==> src/rtl/mem_access_ctrl_pkg.sv <==
// Shared definitions for the MFA/MFC memory access controller.
package mem_pkg;

  localparam logic [5:0] OP_LDSB = 6'b001001;
  localparam logic [5:0] OP_LDSH = 6'b001010;
  localparam logic [5:0] OP_LD   = 6'b001000;
  localparam logic [5:0] OP_LDUB = 6'b000001;
  localparam logic [5:0] OP_LDUH = 6'b000010;
  localparam logic [5:0] OP_LDD  = 6'b000011;
  localparam logic [5:0] OP_STB  = 6'b000101;
  localparam logic [5:0] OP_STH  = 6'b000110;
  localparam logic [5:0] OP_ST   = 6'b000100;
  localparam logic [5:0] OP_STD  = 6'b000111;

  localparam logic [1:0] ERR_OK       = 2'b00;
  localparam logic [1:0] ERR_MISALIGN = 2'b01;
  localparam logic [1:0] ERR_TIMEOUT  = 2'b10;
  localparam logic [1:0] ERR_ILLEGAL  = 2'b11;

  typedef enum logic [2:0] {
    ST_IDLE, ST_SETUP, ST_STROBE, ST_RELEASE, ST_DONE
  } state_e;

  typedef enum logic [1:0] {
    SZ_BYTE, SZ_HALF, SZ_WORD, SZ_DOUBLE
  } size_e;

  function automatic logic op_legal(input logic [5:0] op);
    case (op)
      OP_LDSB, OP_LDSH, OP_LD, OP_LDUB, OP_LDUH, OP_LDD,
      OP_STB, OP_STH, OP_ST, OP_STD: return 1'b1;
      default:                       return 1'b0;
    endcase
  endfunction

  function automatic logic op_is_load(input logic [5:0] op);
    case (op)
      OP_LDSB, OP_LDSH, OP_LD, OP_LDUB, OP_LDUH, OP_LDD: return 1'b1;
      default:                                           return 1'b0;
    endcase
  endfunction

  function automatic size_e op_size(input logic [5:0] op);
    case (op)
      OP_LDSB, OP_LDUB, OP_STB: return SZ_BYTE;
      OP_LDSH, OP_LDUH, OP_STH: return SZ_HALF;
      OP_LDD, OP_STD:           return SZ_DOUBLE;
      default:                  return SZ_WORD;
    endcase
  endfunction

  function automatic logic misaligned(input size_e sz, input logic [7:0] addr);
    case (sz)
      SZ_HALF:   return addr[0];
      SZ_WORD:   return |addr[1:0];
      SZ_DOUBLE: return |addr[2:0];
      default:   return 1'b0;
    endcase
  endfunction

  // Doubles are issued to the RAM as two plain word beats.
  function automatic logic [5:0] beat_opcode(input logic [5:0] op);
    if (op_size(op) == SZ_DOUBLE) return op_is_load(op) ? OP_LD : OP_ST;
    return op;
  endfunction

endpackage

==> src/rtl/mem_access_ctrl_if.sv <==
// RAM-side MFA/MFC bus between the controller and the data RAM.
interface mem_access_ctrl_if;
  logic        MFA;
  logic        MFC;
  logic [5:0]  opcode;
  logic [7:0]  address;
  logic [31:0] mem_wdata;
  logic [31:0] mem_rdata;

  modport master (output MFA, opcode, address, mem_wdata, input MFC, mem_rdata);
  modport slave  (input MFA, opcode, address, mem_wdata, output MFC, mem_rdata);
endinterface

==> src/rtl/mem_access_ctrl_mfc_sync.sv <==
// Flop chain bringing the RAM's MFC into the clk domain.
module mfc_sync #(
  parameter int unsigned SYNC_STAGES = 2
) (
  input  logic clk,
  input  logic rst_n,
  input  logic d,
  output logic q
);
  if (SYNC_STAGES == 0) begin : g_raw
    logic unused_clk_rst;
    assign unused_clk_rst = clk ^ rst_n;
    assign q = d;
  end else begin : g_chain
    logic [SYNC_STAGES-1:0] chain_q, chain_d;

    // Shift the raw MFC in at bit 0.
    always_comb begin
      chain_d    = chain_q << 1;
      chain_d[0] = d;
    end

    // Chain register, cleared by reset.
    always_ff @(posedge clk or negedge rst_n) begin
      if (!rst_n) chain_q <= '0;
      else        chain_q <= chain_d;
    end

    assign q = chain_q[SYNC_STAGES-1];
  end
endmodule

==> src/rtl/mem_access_ctrl.sv <==
// Load/store initiator for the SPARC data RAM MFA/MFC handshake.
module mem_access_ctrl
  import mem_pkg::*;
#(
  parameter int unsigned SYNC_STAGES    = 2,
  parameter int unsigned TIMEOUT_CYCLES = 255
) (
  input  logic               clk,
  input  logic               rst_n,
  input  logic               req,
  input  logic [5:0]         op,
  input  logic [7:0]         addr,
  input  logic [31:0]        wdata,
  input  logic [31:0]        wdata2,
  output logic [31:0]        rdata,
  output logic [31:0]        rdata2,
  output logic               busy,
  output logic               done,
  output logic [1:0]         err_code,
  mem_access_ctrl_if.master  ram
);
  localparam logic [7:0] CNT_LAST = 8'(TIMEOUT_CYCLES - 1);

  state_e      state_q, state_d;
  logic [5:0]  op_q, op_d, opcode_q, opcode_d;
  logic [7:0]  addr_q, addr_d, address_q, address_d, cnt_q, cnt_d;
  logic [31:0] wdata_q, wdata_d, wdata2_q, wdata2_d, mem_wdata_q, mem_wdata_d;
  logic [31:0] rdata_q, rdata_d, rdata2_q, rdata2_d;
  logic        second_q, second_d, mfa_q, mfa_d, busy_q, busy_d, done_q, done_d;
  logic [1:0]  err_q, err_d;
  logic        mfc_s;

  mfc_sync #(.SYNC_STAGES(SYNC_STAGES)) u_mfc_sync (
    .clk   (clk),
    .rst_n (rst_n),
    .d     (ram.MFC),
    .q     (mfc_s)
  );

  // Next-state and next-output logic; RAM-side bus values are loaded on the
  // transition into SETUP so they are already stable throughout SETUP.
  always_comb begin
    state_d     = state_q;
    op_d        = op_q;
    addr_d      = addr_q;
    wdata_d     = wdata_q;
    wdata2_d    = wdata2_q;
    second_d    = second_q;
    cnt_d       = cnt_q;
    mfa_d       = mfa_q;
    busy_d      = busy_q;
    done_d      = 1'b0;
    err_d       = err_q;
    opcode_d    = opcode_q;
    address_d   = address_q;
    mem_wdata_d = mem_wdata_q;
    rdata_d     = rdata_q;
    rdata2_d    = rdata2_q;
    unique case (state_q)
      ST_IDLE: if (req) begin
        op_d     = op;
        addr_d   = addr;
        wdata_d  = wdata;
        wdata2_d = wdata2;
        second_d = 1'b0;
        if (!op_legal(op)) begin
          err_d   = ERR_ILLEGAL;
          done_d  = 1'b1;
          state_d = ST_DONE;
        end else if (misaligned(op_size(op), addr)) begin
          err_d   = ERR_MISALIGN;
          done_d  = 1'b1;
          state_d = ST_DONE;
        end else begin
          busy_d      = 1'b1;
          opcode_d    = beat_opcode(op);
          address_d   = addr;
          mem_wdata_d = wdata;
          state_d     = ST_SETUP;
        end
      end
      ST_SETUP: begin
        mfa_d   = 1'b1;
        cnt_d   = '0;
        state_d = ST_STROBE;
      end
      ST_STROBE: begin
        if (mfc_s) begin
          if (op_is_load(op_q)) begin
            if (second_q) rdata2_d = ram.mem_rdata;
            else          rdata_d  = ram.mem_rdata;
          end
          mfa_d   = 1'b0;
          cnt_d   = '0;
          state_d = ST_RELEASE;
        end else if (cnt_q == CNT_LAST) begin
          mfa_d   = 1'b0;
          busy_d  = 1'b0;
          err_d   = ERR_TIMEOUT;
          done_d  = 1'b1;
          state_d = ST_DONE;
        end else begin
          cnt_d = cnt_q + 8'd1;
        end
      end
      ST_RELEASE: begin
        if (!mfc_s) begin
          if (op_size(op_q) == SZ_DOUBLE && !second_q) begin
            second_d    = 1'b1;
            address_d   = addr_q + 8'd4;
            mem_wdata_d = wdata2_q;
            state_d     = ST_SETUP;
          end else begin
            busy_d  = 1'b0;
            err_d   = ERR_OK;
            done_d  = 1'b1;
            state_d = ST_DONE;
          end
        end else if (cnt_q == CNT_LAST) begin
          busy_d  = 1'b0;
          err_d   = ERR_TIMEOUT;
          done_d  = 1'b1;
          state_d = ST_DONE;
        end else begin
          cnt_d = cnt_q + 8'd1;
        end
      end
      ST_DONE: state_d = ST_IDLE;
      default: state_d = ST_IDLE;
    endcase
  end

  // State and registered outputs; reset drops MFA immediately.
  always_ff @(posedge clk or negedge rst_n) begin
    if (!rst_n) begin
      state_q     <= ST_IDLE;
      op_q        <= '0;
      addr_q      <= '0;
      wdata_q     <= '0;
      wdata2_q    <= '0;
      second_q    <= 1'b0;
      cnt_q       <= '0;
      mfa_q       <= 1'b0;
      busy_q      <= 1'b0;
      done_q      <= 1'b0;
      err_q       <= '0;
      opcode_q    <= '0;
      address_q   <= '0;
      mem_wdata_q <= '0;
      rdata_q     <= '0;
      rdata2_q    <= '0;
    end else begin
      state_q     <= state_d;
      op_q        <= op_d;
      addr_q      <= addr_d;
      wdata_q     <= wdata_d;
      wdata2_q    <= wdata2_d;
      second_q    <= second_d;
      cnt_q       <= cnt_d;
      mfa_q       <= mfa_d;
      busy_q      <= busy_d;
      done_q      <= done_d;
      err_q       <= err_d;
      opcode_q    <= opcode_d;
      address_q   <= address_d;
      mem_wdata_q <= mem_wdata_d;
      rdata_q     <= rdata_d;
      rdata2_q    <= rdata2_d;
    end
  end

  assign ram.MFA       = mfa_q;
  assign ram.opcode    = opcode_q;
  assign ram.address   = address_q;
  assign ram.mem_wdata = mem_wdata_q;
  assign rdata         = rdata_q;
  assign rdata2        = rdata2_q;
  assign busy          = busy_q;
  assign done          = done_q;
  assign err_code      = err_q;
endmodule
==> src/flat_wrapper.sv <==
// flat-port wrapper written by rule: the top's interface ports become plain ports
module mem_access_ctrl_flat import mem_pkg::*;
#(
  parameter int unsigned SYNC_STAGES    = 2,
  parameter int unsigned TIMEOUT_CYCLES = 255
)
  (clk, rst_n, req, op, addr, wdata, wdata2, rdata, rdata2, busy, done, err_code, ram_MFA, ram_opcode, ram_address, ram_mem_wdata, ram_MFC, ram_mem_rdata);
  mem_access_ctrl_if ram_i ();
  input  logic clk;
  input  logic rst_n;
  input  logic req;
  input  logic [5:0] op;
  input  logic [7:0] addr;
  input  logic [31:0] wdata;
  input  logic [31:0] wdata2;
  output logic [31:0] rdata;
  output logic [31:0] rdata2;
  output logic busy;
  output logic done;
  output logic [1:0] err_code;
  output wire logic [$bits(ram_i.MFA)-1:0] ram_MFA;
  output wire logic [$bits(ram_i.opcode)-1:0] ram_opcode;
  output wire logic [$bits(ram_i.address)-1:0] ram_address;
  output wire logic [$bits(ram_i.mem_wdata)-1:0] ram_mem_wdata;
  input wire logic [$bits(ram_i.MFC)-1:0] ram_MFC;
  input wire logic [$bits(ram_i.mem_rdata)-1:0] ram_mem_rdata;
  assign ram_MFA = ram_i.MFA;
  assign ram_opcode = ram_i.opcode;
  assign ram_address = ram_i.address;
  assign ram_mem_wdata = ram_i.mem_wdata;
  assign ram_i.MFC = ram_MFC;
  assign ram_i.mem_rdata = ram_mem_rdata;
  mem_access_ctrl #(.SYNC_STAGES(SYNC_STAGES), .TIMEOUT_CYCLES(TIMEOUT_CYCLES)) u_core (.clk(clk), .rst_n(rst_n), .req(req), .op(op), .addr(addr), .wdata(wdata), .wdata2(wdata2), .rdata(rdata), .rdata2(rdata2), .busy(busy), .done(done), .err_code(err_code), .ram(ram_i));
endmodule
==> config.mk <==
export PLATFORM = sky130hd
export DESIGN_NAME = mem_access_ctrl_flat
export DESIGN_NICKNAME = d
export VERILOG_FILES = /design/src/rtl/mem_access_ctrl_pkg.sv /design/src/rtl/mem_access_ctrl_if.sv /design/src/rtl/mem_access_ctrl_mfc_sync.sv /design/src/rtl/mem_access_ctrl.sv /design/src/flat_wrapper.sv
export SDC_FILE = /design/constraint.sdc
export NUM_CORES = 1
export LEC_CHECK = 0
export BUFFER_PORTS_ARGS = -buffer_cell sky130_fd_sc_hd__buf_2
export CORE_MARGIN = 4
export CORE_UTILIZATION = 35
export CTS_CLUSTER_DIAMETER = 50
export DETAILED_ROUTE_END_ITERATION = 8
export SLEW_MARGIN = 20
export SYNTH_ARGS = -nofsm -noshare
export SYNTH_HDL_FRONTEND = slang
export SYNTH_SLANG_ARGS = --single-unit
==> constraint.sdc <==
create_clock -name clk -period 2.5 [get_ports clk]
set_clock_uncertainty 0.1 [all_clocks]
set_input_delay 0.5 -clock clk [delete_from_list [all_inputs] [get_ports clk]]
set_output_delay 0.5 -clock clk [all_outputs]
set_load 0.01 [all_outputs]
# After elaboration in Yosys (flattened, before gate mapping)
# Memory sizes are Yosys's and may differ from the RTL's.
# Index checks and enable logic that the tools add are counted.
dict set report totals {
  inputBits 114
  elab_cells 169
  n_memories 4
  regBits 175
  romBits 112
  out_inout_bits 115
}
dict set report op_classes {
  bitwise_logic 2
  n_reduce_logical 23
  n_addsub 2
  eq_ne 31
  muxes 91
}
# name words word_bits rd rd_ports_with_merged_regs wr line_no
set mem_list {}
lappend mem_list {{(name not given)} 16 2 1 0 0 mem_access_ctrl_pkg.sv:44} ;# case (op)
lappend mem_list {{(name not given)} 16 2 1 0 0 mem_access_ctrl_pkg.sv:44}
lappend mem_list {{(name not given)} 16 2 1 0 0 mem_access_ctrl_pkg.sv:44}
lappend mem_list {{(name not given)} 16 1 1 0 0 mem_access_ctrl_pkg.sv:29} ;# case (op)
# op count
set op_table {}
lappend op_table {{$mux W32} 5}
lappend op_table {{$mux W8} 8}
lappend op_table {{$pmux W32 S2} 1}
lappend op_table {{$mux W1} 39}
lappend op_table {{$mux W2} 19}
lappend op_table {{$eq A6 B4 Y1 const B} 6}
lappend op_table {{$eq A6 B2 Y1 const B} 4}
lappend op_table {{$pmux W8 S3} 1}
lappend op_table {{$mux W3} 7}
lappend op_table {{$pmux W8 S2} 1}
lappend op_table {{$reduce_and A4 Y1} 4}
lappend op_table {{$eq A6 B1 Y1 const B} 2}
lappend op_table {{$mux W6} 2}
lappend op_table {{$pmux W3 S4} 1}
lappend op_table {{$reduce_and A6 Y1} 2}
lappend op_table {{$reduce_or A6 Y1} 2}
lappend op_table {{$ne A2 B2 Y1 const B} 5}
lappend op_table {{$pmux W1 S3} 3}
lappend op_table {{$add A8 B1 Y8 const B} 1}
lappend op_table {{$add A8 B3 Y8 const B} 1}
lappend op_table {{$eq A2 B2 Y1 const B} 4}
lappend op_table {{$eq A8 B8 Y1 const B} 1}
lappend op_table {{$eq A3 B2 Y1 const B} 2}
lappend op_table {{$ne A3 B3 Y1 const B} 2}
lappend op_table {{18 further kinds} 26}

# Logic depth before layout (Yosys ltp)
# Gate-level depths: netlist (run 1).
dict set report logic_depth {
  word_depth 25
  depth_mapped 8
}

# Modules after synthesis
# Synthesis (run 1) repeated with hierarchy kept, for this count alone.
dict set report hier_totals {
  cells_unflattened 559
  hier_area_um2 7942.6
}
# mod instances seq_area_each_um2 cells_each area_each_um2
set by_module_without_submodules {}
lappend by_module_without_submodules {mem_access_ctrl 1 4329.2 557 7892.6}
lappend by_module_without_submodules {mfc_sync 1 50.0 2 50.0}

# Least setup slack after synthesis (run 1)
# No wires, ideal clock.
dict set report synth_timing {
  path_kind {register to register}
  startpoint {reg u_core.op_q[1]}
  endpoint {reg u_core.address_q[0] (netlist: u_core.ram.address[0])}
  stages_incl_launch_ff 9
  required_ns 2.275
  period_less_slack_ns 2.620
  slack_ns -0.120
  setup_ns 0.125
  t_arrival_ns 2.395
  n_path_buf 1
  path_cell_list {dfrtp_1 inv_1 ha_1 or4_1 a211oi_1 o22ai_1 a21oi_1 buf_4 mux2_2}
}
dict set report synth_via {
  elab_chain_len 8
}
# element line_no
set synth_rtl {}
lappend synth_rtl {{start: declaration} mem_access_ctrl.sv:25} ;# logic [5:0] op_q, op_d, opcode_q, opcode_d;
lappend synth_rtl {{start signal: assignment} mem_access_ctrl.sv:154} ;# op_q <= op_d;
lappend synth_rtl {{$mem_v2 Z16 W2} -}
lappend synth_rtl {{$mux W2} mem_access_ctrl_pkg.sv:44}
lappend synth_rtl {{$mux W2} mem_access_ctrl.sv:107} ;# if (!mfc_s) begin
lappend synth_rtl {{$mux W2} mem_access_ctrl.sv:59} ;# unique case (state_q)
lappend synth_rtl {{$eq A2 B2 Y1} mem_access_ctrl.sv:108} ;# if (op_size(op_q) == SZ_DOUBLE && !second_q) begin
lappend synth_rtl {{$logic_and A1 B1 Y1} mem_access_ctrl.sv:108}
lappend synth_rtl {{$ne A2 B1 Y1 (no source line)} -}
lappend synth_rtl {{$reduce_and A6 Y1 (no source line)} -}
lappend synth_rtl {{end signal: assignment} mem_access_ctrl.sv:165} ;# address_q <= address_d;
lappend synth_rtl {{end: declaration} mem_access_ctrl.sv:26} ;# logic [7:0] addr_q, addr_d, address_q, address_d, cnt_q, cnt_d;
# Every way passes these cells. The select of a mux whose other input is x is not followed.
# A chain may end at the register's enable or synchronous reset.

# Final worst setup path (run 1)
dict set report layout_timing {
  startpoint {reg u_core.op_q[1]}
  endpoint {reg u_core.mem_wdata_q[14] (netlist: u_core.ram.mem_wdata[14])}
}
dict set report layout_via {
  elab_chain_len 8
}
# element line_no
set layout_rtl {}
lappend layout_rtl {{$mem_v2 Z16 W2} -}
lappend layout_rtl {{$mux W2} mem_access_ctrl_pkg.sv:44}
lappend layout_rtl {{$mux W2} mem_access_ctrl.sv:107}
lappend layout_rtl {{$mux W2} mem_access_ctrl.sv:59}
lappend layout_rtl {{$eq A2 B2 Y1} mem_access_ctrl.sv:108}
lappend layout_rtl {{$logic_and A1 B1 Y1} mem_access_ctrl.sv:108}
lappend layout_rtl {{$ne A2 B1 Y1 (no source line)} -}
lappend layout_rtl {{$reduce_and A6 Y1 (no source line)} -}
lappend layout_rtl {{end signal: assignment} mem_access_ctrl.sv:166} ;# mem_wdata_q <= mem_wdata_d;
lappend layout_rtl {{end: declaration} mem_access_ctrl.sv:27} ;# logic [31:0] wdata_q, wdata_d, wdata2_q, wdata2_d, mem_wdata_q, mem_wdata_d;
# Every way passes these cells. The select of a mux whose other input is x is not followed.

==> results.ini, run 1 <==
[setup_path]
cp.arrival_ps = 2820
path_max_fanout = 5
crit_required_ps = 2700
crit_path_start_kind = flop
end_kind = flop
crit_type = flop to flop

[synthesis]
synthArstFlopShare_pct = 100.0
yosysMostFrequentCell = dfrtp_1
synth.largest_area_cell = dfrtp_1
synth_area_per_cell_sq_um = 13.81
yosys.area.top_type_share_pct = 55.05
netlist_area_sq_mm = 0.007955
ys_types = 51
yosys_warnings = 0
synth.area.top_cells = dfrtp_1 (55%), mux2_2 (22%), mux2_4 (5.7%), ha_1 (1.9%), o21ai_0 (1.6%)
syn_inst = 576
postSynthNetCount = 702
ys.flop_type = dfrtp_1
ys_ff_latch = 175
seq_area_frac_synth_pct = 55.05
yosys-top-cells-count = dfrtp_1 (175), mux2_2 (153), mux2_4 (30)
synth-edff-count = 0

[final_layout]
fin_util_pct = 48.13
area_growth_pct = 33.66
drive_gt1_share_pct = 59.53
final_area_sq_mm = 0.01063
fin_cells = 1135
final_nets = 968
antenna_cells = 0

[die]
start_util_pct = 36.01
die_width_um = 158.8
die_area_sq_mm = 0.02520
die_y_um = 158.8
ios = 229
rows = 54
core_sq_mm = 0.02209

[sta]
fmax_mhz = 382.6
tightest_slew_ps = 550.9
fin_crit_sh_pct = 104.5
slew_violations = 0
slew_headroom_pct = 62.33
final-hold-violation-count = 0
grt_setup_unrepaired = yes
setup_viol = 30
finalWorstSetupSlack_ps = -113.7
fin_crit_ps = 2614

[clock_tree]
clkSlewWorstSetupHoldPaths_ps = 70
htreeDepth = 4
clock-sinks = 175
cts_buffer_depth = 2
clockRootBuffer = clkbuf_16
cts_buffers = 17
cts_tree = yes
clk_latency_ps = 420

[drt]
wl_per_cell_um = 17.27
drtPass1Iterations = 4
vias_per_cell = 4.838
ant_nets = 0
drcViolationCount = 0
vias = 5491
drtIter0Drc = 152
wirelength_um = 19600

[global_route]
grt_pass1_wl_um = 31970
grt_usage_pct = 15.53
grt_overflow = 0
antenna_found_initial = 0
grt_pass1_vias = 5808
grt_max_degree = 54

[job]
drv_cap = 0

[run_status]
violations = negative setup slack
status = complete, but fails checks

[pwr]
ir_drop_mv = 0.5527
total_leakage_power_nw = 5.184
power_density_mw_per_mm2 = 1099

[hold_path]
hold_path.class = input port to flop

[placement]
dp_cells = 1088
io_buffers = 228
post_dp_cell_area_sq_mm = 0.009613
place_hpwl_um = 12960
gp_congestion = 0.7730

-- metal layers --
metal | global-route usage [%] | wire length, um | vias to the layer above
li1 | - | - | 2625
met1 | 20.36 | 8916 | 2664
met2 | 23.99 | 8707 | 189
met3 | 6.661 | 1827 | 13
met4 | 3.748 | 153 | 0
met5 | 0 | 0 | -
-- cell usage in the layout, fill, tap and decap left out, types with 6 or more instances in the layout --
master     netlist  final
nand2b_1         6      6
buf_12           3      8
mux2_2         153    123
mux2_4          30     60
clkbuf_16        0     18
nand3_1          8      8
dfrtp_1        175    175
ha_1            12     11
nor2_1          15     15
a21oi_1         10      9
buf_4            4     36
buf_2           11    227
nand2_1         23     23
inv_1           13     11
nor2b_1          6      6
nor3_1           6      6
o21ai_0         26     26
-- report_power, final --
part           internal [mW]  switching (mW)
clock                   1.65            1.24
combinational           2.47            1.92
sequential              3.85           0.560
-- final cells by class --
type	count	area, sq um
flip-flops and latches	175	4379
well taps	280	350.3
repair buffers	279	1722
fillers	1992	11460
inverters	13	48.80
multi-input cells	356	3498
clock inverters	14	195.2
clock buffers	18	439.2
-- final timing paths --
path / startpoint / end / slack, ps / depth (start not counted)
max: u_core.op_q[1] / u_core.ram.mem_wdata[14] / -110 / 10
min: ram_MFC / u_core.u_mfc_sync.g_chain.chain_q[0] / 80 / 1
max reg2reg: u_core.op_q[1] / u_core.ram.mem_wdata[14] / -110 / 10
min reg2reg: u_core.u_mfc_sync.g_chain.chain_q[0] / u_core.u_mfc_sync.g_chain.chain_q[1] / 260 / 0
max in group asynchronous: rst_n / u_core.ram.mem_wdata[14] / 1150 / 3
min in group asynchronous: rst_n / u_core.rdata2[9] / 500 / 2
-- worst max-delay path, stage by stage, from the launching register on --
cell and delay (ps):
dfrtp_1 410, inv_2 100, ha_4 200, or4_4 440, a211oi_4 200, o22ai_2 120, a21oi_4 250, buf_12 140
buf_12 120, buf_16 130, mux2_4 290
-- flip-flops by register name, summed over array words and instances, names as in the netlist, 2 cells and up --
name,flops
u_core.cnt_q,8
u_core.rdata,32
u_core.ram.opcode,6
u_core.u_mfc_sync.g_chain.chain_q,2
u_core.op_q,6
u_core.err_code,2
u_core.wdata2_q,32
u_core.ram.mem_wdata,32
u_core.ram.address,8
u_core.rdata2,32
u_core.state_q,3
u_core.addr_q,8
-- what timing repair did --
item / in CTS / in global routing
hold endpoints to repair: 44 / 0
endpoints found under the setup margin: 40 / 105
gates resized for setup: 35 / 14
pin swaps: 4 / 1
hold buffers: 1 / 0
buffers inserted: 10 / 2
gates cloned: 5 / 1
-- cells by family (layout without fill, tap and decap cells) --
group           count (synthesis)  in the layout  synth area share [%]
compound gates                 72             72                 6.197
buf+inv                        45            324                 3.287
mux                           187            187                 27.85
fa+ha+maj                      12             12                 1.887
xor+xnor                        4              4                0.4405
simple gates                   81             81                 5.285
flops                         175            175                 55.05
-- per-stage QoR --
stage / hold WS (ps) / TNS [ps] / power, mW / setup WS (ps)
floorplan: 104.4 / -378.3 / 6.829 / -9.458
global placement: 233.0 / -4687 / 8.235 / -120.1
detailed placement: 241.3 / -5586 / 8.294 / -154.3
CTS: 56.44 / -2996 / 11.83 / -122.4
global route: 56.03 / -5123 / 12.46 / -195.3
finish: 84.42 / -2526 / 11.69 / -113.7
No activity file was read; power rests on OpenSTA's default activity.
==> run 2: changes to the inputs <==
- BUFFER_PORTS_ARGS: -buffer_cell sky130_fd_sc_hd__buf_2 -> default
- DONT_BUFFER_PORTS: default -> 1
- SKIP_CTS_REPAIR_TIMING: default -> 1
==> run 2 against run 1 <==
Against the previous run:
- the run ends with negative hold slack left
- sequential share of layout area rose by 6.1 points
- maximum frequency grew 6.9%
- sequential cell count unchanged
- clock power is 7.3% lower
- power shrank 8.4%
- combinational power fell by 29%
- worst hold slack worse by 410 ps
- critical path type unchanged
- critical endpoint is now u_core.ram.mem_wdata[28]
- highest routed layer is now met5
==> results.ini, run 2 (synthesis gave the netlist of run 1 again) <==
[final_layout]
regArea_sq_mm = 0.004379
final_nets = 726
layout_commonest_cell = dfrtp_1
antenna_cells = 0
final_cell_mix = dfrtp_1 (175), mux2_2 (132), mux2_4 (51)
area_growth_pct = 16.44
multi_input_area_sq_mm = 0.003460
drive_gt1_share_pct = 43.39
fin_util_pct = 41.92
fill_cells = 2017

[sta]
grt_setup_unrepaired = yes
finalWorstSetupSlack_ps = 55.41
setup_viol = 0
tightest_slew_ps = 663.2
fmax_mhz = 409.1
fin_hold_ws_ps = -322.6
slew_headroom_pct = 54.64
fin_crit_sh_pct = 97.78
fin_crit_ps = 2445
slew_violations = 0
final-hold-violation-count = 175

[drt]
drcViolationCount = 0
wirelength_um = 18540
ant_nets = 0
wl_per_cell_um = 20.76
drtIter0Drc = 227
vias_per_cell = 5.252
drtPass1Iterations = 4
vias = 4690

[setup_path]
cp.arrival_ps = 2650
reg2regPathDepth = 9
r2r-start = u_core.op_q[1]
crit_required_ps = 2700
crit_path_start_kind = flop
path_buf_inv = 3
crit_type = flop to flop
path_max_fanout = 7
critPathLaunch = u_core.op_q[1]
r2r-end = u_core.ram.mem_wdata[28]
rrSetupSlack_ps = 60
end_kind = flop
crit_path_cell_trace = inv_2 > ha_4 > or4_4 > a211oi_4 > o22ai_2 > a21oi_4 > buf_12 > clkbuf_16 > mux2_2
max_stage_delay_ps = 430
critPathSlowestCell = or4_4
crit_family = compound AO/OA/AOI/OAI gates

[global_route]
grt_usage_pct = 14.25
grt_max_degree = 176
grt_pass1_vias = 5099
antenna_found_initial = 2
grt_overflow = 0
grt_pass1_wl_um = 29160

[placement]
place_hpwl_um = 12650
pre_cts_slack_ps = -172.2
gp_congestion = 0.7912
io_buffers = 0

[die]
core_sq_mm = 0.02209
die_area_sq_mm = 0.02520
rows = 54
die_width_um = 158.8
die_y_um = 158.8
ios = 229
start_util_pct = 36.01

[pwr]
ir_drop_mv = 0.4732
total_leakage_power_nw = 4.110
power_density_mw_per_mm2 = 1156

[clock_tree]
clk_latency_ps = 420
cts_buffer_depth = 2
cts_tree = yes
clockRootBuffer = clkbuf_16
htreeDepth = 4
clock-sinks = 175
clkSlewWorstSetupHoldPaths_ps = 70
cts_buffers = 17

[run_status]
status = complete, but fails checks
violations = negative hold slack

[hold_path]
hold_path.class = input port to async pin

[job]
drv_cap = 0

[run 2: stage by stage]
| stage | power [mW] | setup TNS [ps] | std cells | hold slack (ps) | instance area [sq um] |
|---|---|---|---|---|---|
| after floorplan | 6.829 | -378.3 | 576 | 104.4 | 7964 |
| after global placement | 7.533 | -4324 | 853 | 108.6 | 8401 |
| after detailed placement | 7.706 | -5737 | 853 | 108.7 | 8401 |
| after CTS | 10.45 | -6893 | 885 | -354.5 | 8996 |
| after global routing | 11.38 | -350.7 | 893 | -368.7 | 9263 |
| final | 10.70 | 0 | 893 | -322.6 | 9263 |
[run 2: how the worst max path moves through the flow]
stage / end / slack (ps) / depth (start not counted)
global route: u_core.ram.mem_wdata[28] / -30 / 9
detailed placement: u_core.ram.mem_wdata[17] / -170 / 8
floorplan: u_core.ram.address[0] / -9 / 8
CTS: u_core.ram.mem_wdata[11] / -200 / 8
finish: u_core.ram.mem_wdata[28] / 60 / 9
global placement: u_core.ram.mem_wdata[13] / -130 / 8
[run 2: final cells by class]
type,instances,share of cell area (%)
clock buffer,19,4.890
multi-input combinational,356,37.35
timing repair buffer,37,4.633
inverter,13,0.5268
clock inverter,13,1.540
tap,280,3.782
sequential,175,47.28
[run 2: per-layer routing]
layer | global-route usage, % | vias to the layer above | routed length [um]
li1 | - | 2120 | -
met1 | 16.86 | 2312 | 7421
met2 | 22.13 | 223 | 8587
met3 | 7.880 | 31 | 2102
met4 | 4.773 | 4 | 398
met5 | 0 | - | 34
[run 2: where the power goes]
group          leakage [nW]  switching (mW)  internal, mW
Clock                 0.294            1.21          1.47
Sequential             2.13            1.05          3.85
Combinational          1.69            1.23          1.89
Total                  4.11            3.49          7.21
